$ cat src/rtl/tdc_meas_ctrl.sv
// tdc_meas_ctrl: measurement sequencer for one TDC channel.
// Arms the channel, runs the coarse timestamp counter, strobes the thermometer
// sample registers on a stop hit, waits for the encoder to settle, merges the
// clamped fine bin with the latched coarse count and hands the result to
// readout, then observes a dead time before re-arming.
// Optional feature macro: LOST_HIT_CNT_EN adds o_lost_cnt, a saturating count
// of hits dropped while busy.
//
// Readout handshake: o_out_valid is high for the whole EMIT state; o_out_data,
// o_out_rollover and o_out_fine_err do not change while o_out_valid is high;
// a transfer happens in the cycle where o_out_valid && i_out_ready, and
// o_out_valid never falls without such a transfer (except on reset).
module tdc_meas_ctrl #(
  parameter int COARSE_W    = 24,
  parameter int FINE_W      = 8,
  parameter int FINE_MAX    = 200,
  parameter int ENC_LAT     = 2,
  parameter int DEAD_CYCLES = 4
) (
  input  logic                         i_clk,
  input  logic                         i_rst,
  input  logic                         i_arm,
  input  logic                         i_hit,
  output logic                         o_capture_en,
  input  logic [FINE_W-1:0]            i_fine_bin,
  output logic                         o_out_valid,
  input  logic                         i_out_ready,
  output logic [COARSE_W+FINE_W-1:0]   o_out_data,
  output logic                         o_out_rollover,
  output logic                         o_out_fine_err,
  output logic                         o_busy,
`ifdef LOST_HIT_CNT_EN
  output logic [15:0]                  o_lost_cnt,
`endif
  output logic [2:0]                   o_dbg_state
);

  typedef enum logic [2:0] {
    S_IDLE    = 3'd0,
    S_ARMED   = 3'd1,
    S_CAPTURE = 3'd2,
    S_SETTLE  = 3'd3,
    S_EMIT    = 3'd4,
    S_DEAD    = 3'd5
  } state_t;

  localparam logic [FINE_W-1:0] FINE_MAX_V  = FINE_W'(FINE_MAX);
  localparam logic [7:0]        SETTLE_LAST = 8'(ENC_LAT - 1);
  localparam logic [7:0]        DEAD_LAST   = 8'((DEAD_CYCLES == 0) ? 0 : DEAD_CYCLES - 1);

  state_t                        r_state;
  state_t                        w_next;
  logic [COARSE_W-1:0]           r_coarse;
  logic [7:0]                    r_cnt;
  logic                          r_roll;
  logic                          r_out_roll;
  logic                          r_out_err;
  logic [COARSE_W+FINE_W-1:0]    r_data;
  logic                          w_hs;
  logic                          w_wrap;
  logic                          w_busy;
  logic                          w_fine_gt;
  logic [FINE_W-1:0]             w_fine_clamped;

  assign w_hs           = (r_state == S_EMIT) && i_out_ready;
  // A wrap is only a real wrap when the counter keeps running next cycle.
  assign w_wrap         = (r_state != S_IDLE) && (w_next != S_IDLE) && (&r_coarse);
  assign w_fine_gt      = i_fine_bin > FINE_MAX_V;
  assign w_fine_clamped = w_fine_gt ? FINE_MAX_V : i_fine_bin;

  // State register.
  always_ff @(posedge i_clk) begin
    if (i_rst) r_state <= S_IDLE;
    else       r_state <= w_next;
  end

  // Next-state logic; arm low in ARMED wins over a simultaneous hit.
  always_comb begin
    w_next = r_state;
    case (r_state)
      S_IDLE:    if (i_arm) w_next = S_ARMED;
      S_ARMED: begin
        if (!i_arm)     w_next = S_IDLE;
        else if (i_hit) w_next = S_CAPTURE;
      end
      S_CAPTURE: w_next = S_SETTLE;
      S_SETTLE:  if (r_cnt == SETTLE_LAST) w_next = S_EMIT;
      S_EMIT: begin
        if (i_out_ready) begin
          if (DEAD_CYCLES == 0) w_next = i_arm ? S_ARMED : S_IDLE;
          else                  w_next = S_DEAD;
        end
      end
      S_DEAD:    if (r_cnt == DEAD_LAST) w_next = i_arm ? S_ARMED : S_IDLE;
      default:   w_next = S_IDLE;
    endcase
  end

  // Moore outputs decoded from the current state.
  always_comb begin
    o_capture_en = (r_state == S_CAPTURE);
    o_out_valid  = (r_state == S_EMIT);
    w_busy       = (r_state == S_CAPTURE) || (r_state == S_SETTLE) ||
                   (r_state == S_EMIT)    || (r_state == S_DEAD);
    o_busy       = w_busy;
    o_dbg_state  = r_state;
  end

  // Per-state cycle counter for SETTLE and DEAD; restarts on every transition.
  always_ff @(posedge i_clk) begin
    if (i_rst)                   r_cnt <= '0;
    else if (w_next != r_state)  r_cnt <= '0;
    else if (r_state == S_SETTLE || r_state == S_DEAD) r_cnt <= r_cnt + 8'd1;
  end

  // Coarse timestamp: zero in IDLE (and when heading there), free-running otherwise.
  always_ff @(posedge i_clk) begin
    if (i_rst)                                    r_coarse <= '0;
    else if (r_state == S_IDLE || w_next == S_IDLE) r_coarse <= '0;
    else                                          r_coarse <= r_coarse + 1'b1;
  end

  // Sticky rollover flag; the emitting handshake clears it unless a wrap coincides.
  always_ff @(posedge i_clk) begin
    if (i_rst)       r_roll <= 1'b0;
    else if (w_hs)   r_roll <= w_wrap;
    else if (w_wrap) r_roll <= 1'b1;
  end

  // Result assembly: coarse latched on the accepted hit, fine sampled in the last SETTLE cycle.
  always_ff @(posedge i_clk) begin
    if (i_rst) begin
      r_data     <= '0;
      r_out_err  <= 1'b0;
      r_out_roll <= 1'b0;
    end else begin
      if (r_state == S_ARMED && i_arm && i_hit)
        r_data[COARSE_W+FINE_W-1:FINE_W] <= r_coarse;
      if (r_state == S_SETTLE && r_cnt == SETTLE_LAST) begin
        r_data[FINE_W-1:0] <= w_fine_clamped;
        r_out_err          <= w_fine_gt;
        r_out_roll         <= r_roll | w_wrap;
      end
    end
  end

  assign o_out_data     = r_data;
  assign o_out_rollover = r_out_roll;
  assign o_out_fine_err = r_out_err;

`ifdef LOST_HIT_CNT_EN
  logic [15:0] r_lost;

  // Saturating count of hits that arrive while a measurement is in flight.
  always_ff @(posedge i_clk) begin
    if (i_rst)                                       r_lost <= '0;
    else if (r_state == S_IDLE && w_next == S_ARMED) r_lost <= '0;
    else if (i_hit && w_busy && r_lost != 16'hFFFF)  r_lost <= r_lost + 16'd1;
  end

  assign o_lost_cnt = r_lost;
`endif

endmodule

$ cat config.mk
export PLATFORM = sky130hd
export DESIGN_NAME = tdc_meas_ctrl
export DESIGN_NICKNAME = d
export VERILOG_FILES = /design/src/rtl/tdc_meas_ctrl.sv
export SDC_FILE = /design/constraint.sdc
export NUM_CORES = 1
export LEC_CHECK = 0
export CAP_MARGIN = 20
export CELL_PAD_IN_SITES_DETAIL_PLACEMENT = 0
export CELL_PAD_IN_SITES_GLOBAL_PLACEMENT = 1
export CORE_MARGIN = 2
export CORE_UTILIZATION = 41
export DETAILED_ROUTE_END_ITERATION = 16
export MAX_ROUTING_LAYER = met4
export PLACE_DENSITY_LB_ADDON = 0.1
export SLEW_MARGIN = 20
export SYNTH_ARGS = -nofsm -noshare
export SYNTH_HDL_FRONTEND = slang
export SYNTH_SLANG_ARGS = --single-unit
$ cat constraint.sdc
create_clock -name i_clk -period 4.6 [get_ports i_clk]
set_input_delay 0.46 -clock i_clk [delete_from_list [all_inputs] [get_ports i_clk]]
set_output_delay 0.46 -clock i_clk [all_outputs]
set_load 0.02 [all_outputs]
==> flow_metrics.py <==
metrics = {
    "logic_synthesis": {
        "synthDominantAreaCellType": "dfxtp_1",
        "synth_enable_flop_cells": 0,
        "synth-compound-area-share_pct": 10.7,
        "ys.flop_type": "dfxtp_1",
        "synth.mux.area_fraction_pct": 0,
        "xor_xnor_fraction_of_synth_area_pct": 8.50,
        "synthTopCellsByCount": "nand2_1, dfxtp_1, nor2_1",
        "mappedNetlistNets": 379,
        "synthSimpleGateAreaFrac_pct": 28.0,
        "yosysMostFrequentCell": "nand2_1",
        "synth_top_family_by_area": "simple AND/OR/NAND/NOR gates",
        "netlist_area_um2": 2990,
        "synth_seq_area_share_pct": 46.9,
        "post_synth_inst_count": 363,
        "postSynth.asyncResetShare_pct": 0,
        "synth-adder-area-share_pct": 1.26,
        "post_synth_main_area_contributors": "dfxtp_1, nand2_1, a21oi_1, xnor2_1, nor2_1",
        "synth_cell_types": 44,
        "ys_warn_count": 0,
        "syn-mean-instance-area_um2": 8.23,
        "netlist.area_leader.share_pct": 46.9,
        "synth-seq-cells": 70,
    },
    "worst_setup_path": {
        "arrival_ps": 2970,
        "maximum_fanout_count_along_the_critical_path": 26,
        "worst-setup-path-type": "register to register",
        "list_of_cells_traversed_by_the_critical_path": "nand3_2 > or3_1 > and2_4 > a311o_4 > nor2_1",
        "critical_path.startpoint_type": "register",
        "data_required_time_of_the_critical_path_ps": 4870,
        "timing.critical_path.slowest_cell_delay_ps": 740,
        "setup.worst_path.end_class": "register",
        "cp_slowest_cell": "or3_1",
    },
    "floorplanning": {
        "floorplan.io_pins": 53,
        "die_w_um": 89.4,
        "die_height_um": 89.4,
        "rows": 31,
        "coreArea_um2": 7140,
        "die-area_um2": 7980,
        "initial_utilization_pct": 41.8,
    },
    "final_layout": {
        "final_nets": 424,
        "count_of_non_filler_cells_in_the_finished_layout": 512,
        "diodes": 0,
        "areaGrowthSynthToFinish_pct": 26.0,
        "area_of_all_placed_cells_without_fillers_um2": 3760,
        "layout.core_utilization_pct": 52.7,
        "final_layout_size_suffix_gt1_share_pct": 6.54,
    },
    "sta": {
        "max_freq_mhz": 371,
        "relSlewSlack_pct": 37.6,
        "grt_setup_unrepaired": "no",
        "final_hold_violations": 0,
        "fin_hold_ws_ps": 455,
        "worst-slew-pin-transition_ps": 936,
        "final_setup_violation_count": 0,
        "timing.clock.skew_ps": 5.30,
        "fin_ws_ps": 1900,
        "finalSetupTns_ps": 0,
        "slew_violations": 0,
        "timing.final.crit_share_pct": 58.6,
        "final.min_clock_period_ps": 2700,
    },
    "grt": {
        "grt_pass1_vias": 2201,
        "grtUsageMet2_pct": 27.0,
        "antenna_violations_before_repair": 0,
        "globalRoute.busiestLayer": "met2",
        "track_usage_pct": 17.4,
        "gr-usage-met1_pct": 22.5,
        "grt_use_met3_pct": 3.14,
        "grt_max_degree": 31,
        "grt_pass1_wl_mm": 10.5,
        "grt.overflow.total": 0,
    },
    "cts": {
        "ctsRootBufferMaster": "clkbuf_8",
        "clkLatencyLatePin_ps": 340,
        "cts_made_buffers": 9,
        "cts_resized": 0,
        "clockBufferDepth": 2,
        "cts_tree": "built",
        "clk_pin_slew_worst_paths_ps": 80,
        "clock_sink_count": 70,
        "cts_htree_levels": 3,
        "ctsHoldBuffers": 0,
        "post_cts.repair.setup_buffers": 0,
    },
    "placement": {
        "io_buffer_count": 52,
        "placed_cells": 496,
        "post-place-ws_ps": 1670,
        "dp_hpwl_mm": 4.31,
        "gpl.final_weighted_congestion": 0.807,
        "post_detailed_placement_cell_area_um2": 3540,
    },
    "routing": {
        "postRouteAntennaNets": 0,
        "wl_per_cell_um": 12.7,
        "detailroute.via_count": 2546,
        "detail_route.iter0.violations": 107,
        "drt_wl_total_mm": 6.49,
        "post_drt_via_cell_ratio": 4.97,
        "drt_pass1_iterations": 4,
        "drcViolationCount": 0,
    },
    "power_and_ir_drop": {
        "cellLeakagePower_nw": 1.16,
        "power_density_nw_per_um2": 324,
        "irDropWorstVdd_mv": 0.169,
        "design_power_total_mw": 1.22,
    },
    "hold_path": {
        "hold_path.class": "register to register",
    },
    "status": {
        "run_status": "finished, final reports clean",
    },
    "flow_run": {
        "timing.max_cap.violations": 0,
    },
}
==> final cells by class <==
type / count / area [um2]
multi-input cells: 266 / 1450
clock inverters: 5 / 82.6
clock buffers: 11 / 141
well taps: 99 / 124
flip-flops and latches: 70 / 1400
fillers: 715 / 3370
inverters: 7 / 26.3
repair buffers: 54 / 536
==> worst paths after layout <==
check	from	end	slack [ps]	cells after the start
min	o_out_data[7]	o_out_data[7]	450	2
max reg2reg	o_dbg_state[0]	r_coarse[9]	1900	5
min reg2reg	o_out_data[7]	o_out_data[7]	450	2
max	o_dbg_state[0]	r_coarse[9]	1900	5
==> cells by family after synthesis <==
kind of cell               after synthesis
AOI/OAI and AO/OA                       52
xor gates and xnor gates                29
adders and majority gates                3
buffers and inverters                   27
DFF                                     70
and+or+nand+nor                        182
==> layout by cell type (no fill, tap or decap), types with 2 or more instances in the layout <==
cell	count
nand4_1	10
nor2b_1	3
nand2b_1	4
nor2_1	41
clkinvlp_4	3
xor2_1	10
a21oi_1	37
and3_1	5
xnor2_1	19
dfxtp_1	70
ha_1	3
nand2_1	75
nor4_1	5
nand3b_1	2
bufinv_16	2
nor3_1	14
clkbuf_8	10
nor2_2	2
buf_4	2
inv_1	7
and4_1	3
clkdlybuf4s50_1	52
nand3_1	10
a211oi_1	2
==> routing by layer <==
| layer | wire length [um] | vias to the layer above |
|---|---|---|
| met5 | 0 | - |
| met4 | 112 | 0 |
| met3 | 278 | 10 |
| met2 | 2860 | 51 |
| met1 | 3240 | 1173 |
| li1 | - | 1312 |
==> power breakdown <==
part | switching, mW | internal, mW
Combinational | 0.0304 | 0.0220
Sequential | 0.00550 | 0.607
Clock | 0.234 | 0.320
Total | 0.270 | 0.949
==> state kept, by name, summed over array words and instances, names as in the netlist <==
register,cells
o_out_data,32
r_coarse,24
o_out_rollover,1
r_roll,1
o_out_fine_err,1
r_cnt,8
o_dbg_state,3
==> critical path, delay by kind of cell, from the launching register on <==
family             cells  cell delay, ps
DFF                    1             700
and+or+nand+nor        4            1410
AOI/OAI and AO/OA      1             500
(Power assumes the default switching activity.)
